[src/rtl/seg.sv]
// Hex nibble to seven-segment pattern, active-low, layout {a,b,c,d,e,f,g,dp}.
module seg (
    input  logic [3:0] i_hex,
    output logic [7:0] o_seg
);

    logic [7:0] w_seg_on;

    // Active-high segment table; the board drives segments low to light them.
    always_comb begin
        w_seg_on = 8'b0000_0000;
        case (i_hex)
            4'h0: w_seg_on = 8'b1111_1100;
            4'h1: w_seg_on = 8'b0110_0000;
            4'h2: w_seg_on = 8'b1101_1010;
            4'h3: w_seg_on = 8'b1111_0010;
            4'h4: w_seg_on = 8'b0110_0110;
            4'h5: w_seg_on = 8'b1011_0110;
            4'h6: w_seg_on = 8'b1011_1110;
            4'h7: w_seg_on = 8'b1110_0000;
            4'h8: w_seg_on = 8'b1111_1110;
            4'h9: w_seg_on = 8'b1111_0110;
            4'ha: w_seg_on = 8'b1110_1110;
            4'hb: w_seg_on = 8'b0011_1110;
            4'hc: w_seg_on = 8'b1001_1100;
            4'hd: w_seg_on = 8'b0111_1010;
            4'he: w_seg_on = 8'b1001_1110;
            default: w_seg_on = 8'b1000_1110;
        endcase
    end

    assign o_seg = ~w_seg_on;

endmodule

[config.mk]
export PLATFORM = sky130hd
export DESIGN_NAME = seg
export DESIGN_NICKNAME = d
export VERILOG_FILES = /design/src/rtl/seg.sv
export SDC_FILE = /design/constraint.sdc
export NUM_CORES = 1
export LEC_CHECK = 0
export ABC_AREA = 1
export CORE_AREA = 2 2 39 41
export DETAILED_ROUTE_END_ITERATION = 10
export DIE_AREA = 0 0 41 43
export PLACE_DENSITY = 0.46
export SYNTH_ARGS = -nofsm -noshare
export SYNTH_HDL_FRONTEND = slang
export SYNTH_SLANG_ARGS = --single-unit
[constraint.sdc]
create_clock -name vclk -period 0.8
set_input_delay 0.08 -clock vclk [all_inputs]
set_output_delay 0.08 -clock vclk [all_outputs]
set_load 0.02 [all_outputs]
======== Word-level counts from Yosys, hierarchy flattened ========
Memories as Yosys holds them, arrays and structs flattened.
Cells that the tools add are included.
operators by class
  shifts and indexed selects .............. 0
  order comparisons ....................... 0
  multipliers ............................. 0
  bitwise logic cells ..................... 1
  multiplexer cells ....................... 0
  divide/modulo/power cells ............... 0
  add/sub/neg operators ................... 0
  reductions and logical operators ........ 0
  equality and inequality tests ........... 0
operators with widths
  operator   number
  NOT 8 bit  1
storage, ports and cells
  bits in registers ....................... 0
  RAM bits ................................ 0
  memory bits (read-only) ................. 112
  word-level logic and storage cells ...... 2
  memories kept ........................... 1
  bits in latches ......................... 0
memory list
  name             words  bits a word  rd ports  clocked after memory_dff  wr ports  line  text
  (no name shown)  16     7            1         0                         0         12    case (i_hex)

======== Logic depth before layout (Yosys ltp) ========
An unclocked memory read counts as a cell.
  word-level depth ........................ 2
  gate-level depth with buffers ........... 6

======== Worst setup path before layout ========
OpenSTA, ideal clock, no wires.
  kind .................................... in2out
  start ................................... in i_hex[0]
  end ..................................... out o_seg[6]
  buffers on the path ..................... 0
  arrival ................................. 0.775 ns
  slack ................................... -0.055 ns
  required time ........................... 0.720 ns
  stages .................................. 6
  cell sequence ........................... inv_1 ha_1 nand2_2 nand2_1 nand2_1 nor2_2
on the way
  cells in the longest elaborated chain, start to end .. 2
ends and longest elaborated chain
  what                      line  text
  start: declaration        3     input logic [3:0] i_hex,
  memory read (16 x 7 bit)  -
  NOT 8 bit                 32    assign o_seg = ~w_seg_on;
  end: declaration          4     output logic [7:0] o_seg
No other way between the ends.

======== Worst setup path in the final report ========
  start ................................... in i_hex[1]
  end ..................................... out o_seg[6]
The elaborated chain is that of the path after synthesis.

==> impl_metrics.ini <==
[outcome]
outcome = finished, violations left
violations = negative setup slack

[cells_and_area]
finalNonFillerCells = 84
flops_and_latches = 0
regArea_um2 = 0
clkbuf_count = 0
syn2layout_area_growth_pct = 100
final_cell_mix = 15 x nand2_1, 11 x buf_6, 8 x nand2_2
diodes = 0
final_common_cell = nand2_1
stdcell_area_um2 = 584
drive_above_1_share = 0.632
nets = 80

[worst_setup_path]
slowest_stage = ha_4
critPathLaunchType = primary input
critPathBufInv = 3
cp.depth = 8
endpoint = o_seg[6]
worstPathCellList = buf_6 > inv_4 > ha_4 > nand2_4 > nand2_2 > nand2_2 > nor2_4 > buf_6
endpoint_kind = output pin
worstPathArrival_ns = 0.84
required_ns = 0.72
cpPeakStageDelay_ns = 0.27
cp_max_fo = 3
setup.worst_path.start = i_hex[1]
crit_family = adder cells
path_class = in2out

[placement]
place_congestion = 0.704
placed_cells = 83
portBuffers = 11
dp_hpwl_um = 543
place_area_um2 = 455

[floorplanning]
dieArea_um2 = 1760
core_region_area_um2 = 1380
die_w_um = 41
initial_core_util = 0.211
row_count = 14
boundaryPins = 12
fp.dieH_um = 43

[timing]
fmaxAchievable_mhz = 1090
worst_slack_ns = -0.121
fin_tns_setup_ns = -0.693
fin_crit_ns = 0.921
setup_viol = 7
rsz0062_at_grt = true
period_share = 1.15
slew_viol_final = 0
hold_viol = 0

[synth]
synth_mux_area_frac = 0
ys_seq_area_frac = 0
synth_adder_area_share = 0.258
synth_xor_area_frac = 0
ys_warn_count = 0
synth-simple-area-share = 0.511
synth_cells = 52
netlist_area_um2 = 292
syn_area_per_cell_um2 = 5.61
syn_nets = 62
synth_compound_area_frac = 0.0343
synth_top_family_by_area = simple AND/OR/NAND/NOR gates
synth_cell_types = 13

[run]
max_cap_violations = 0

[power]
p_per_area_nw_per_um2 = 600
power_uw = 350
power.leakage_nw = 0.282
peakVddDrop_v = 0.000207

[routing]
via_count = 347
dr.pass1.iters = 4
ant_nets = 0
vias_per_cell = 4.13
drc = 0
drt_iter0_drc = 2
drt-total-wl_um = 724
wl_per_cell_um = 8.62

[grt]
grt_pass1_vias = 283
antenna_found_initial = 0
track_usage = 0.0879
overflow = 0
grt_max_degree = 8
grt_pass1_wl_um = 1190

[clock_tree]
postCtsSetupRepairBufs = 0

[hold_path]
worstHoldPathCells = 5
worstHoldPathType = in2out
==> cells by family after synthesis <==
group / Yosys count
and+or+nand+nor: 34
buffers and inverters: 9
adders and majority gates: 6
AOI/OAI and AO/OA: 2
other: 1
==> Yosys cell counts, drive strengths merged <==
master	instances	area share
nand3	7	0.12
o21ai	2	0.034
nor2	3	0.047
nand2	24	0.34
conb	1	0.013
ha	6	0.26
buf	3	0.090
inv	6	0.094
==> area by class of cell <==
type / count / area (um^2)
inverter: 6 / 37.5
multi-input combinational: 43 / 337
timing repair buffer: 19 / 190
tap: 16 / 20.0
fill: 149 / 800
==> report_power, final <==
part           total, mW  switching [mW]  internal, mW
logic              0.350           0.182         0.168
clock network          0               0             0
registers              0               0             0
total              0.350           0.182         0.168
==> tightest hold or removal path: stages <==
cell,delay (ns)
buf_6,0.08
buf_6,0.12
nor2_1,0.07
nor2_4,0.10
buf_6,0.11
==> what timing repair did <==
action,CTS,global route
cloned,1,0
hold buffers,0,0
pin swaps,10,5
setup endpoints to repair,7,7
hold endpoints to repair,0,0
resized for setup,84,6
==> metal layers <==
metal | vias up | GRT usage | wire length, um
met4 | 0 | 0 | 0
met2 | 8 | 0.138 | 394
met3 | 0 | 0 | 29
li1 | 191 | - | -
met5 | - | 0 | 0
met1 | 148 | 0.139 | 300
==> through the flow <==
stage / hold slack (ns) / utilization / setup slack [ns]
finish: 0.645 / 0.422 / -0.121
global route: 0.665 / 0.422 / -0.165
CTS: 0.652 / 0.406 / -0.119
detailed placement: 1.38 / 0.329 / -1.08
global placement: 1.38 / 0.329 / -1.08
floorplan: 0.361 / - / -0.0235
==> how the worst min path moves through the flow <==
stage | slack, ns | endpoint | from
4_1_cts | 0.65 | o_seg[6] | i_hex[1]
3_5_place_dp | 1.38 | o_seg[3] | i_hex[3]
3_3_place_gp | 1.38 | o_seg[3] | i_hex[3]
2_1_floorplan | 0.36 | o_seg[6] | i_hex[1]
6_report | 0.64 | o_seg[6] | i_hex[1]
5_1_grt | 0.66 | o_seg[6] | i_hex[1]
No activity file was read; power rests on OpenSTA's default activity.
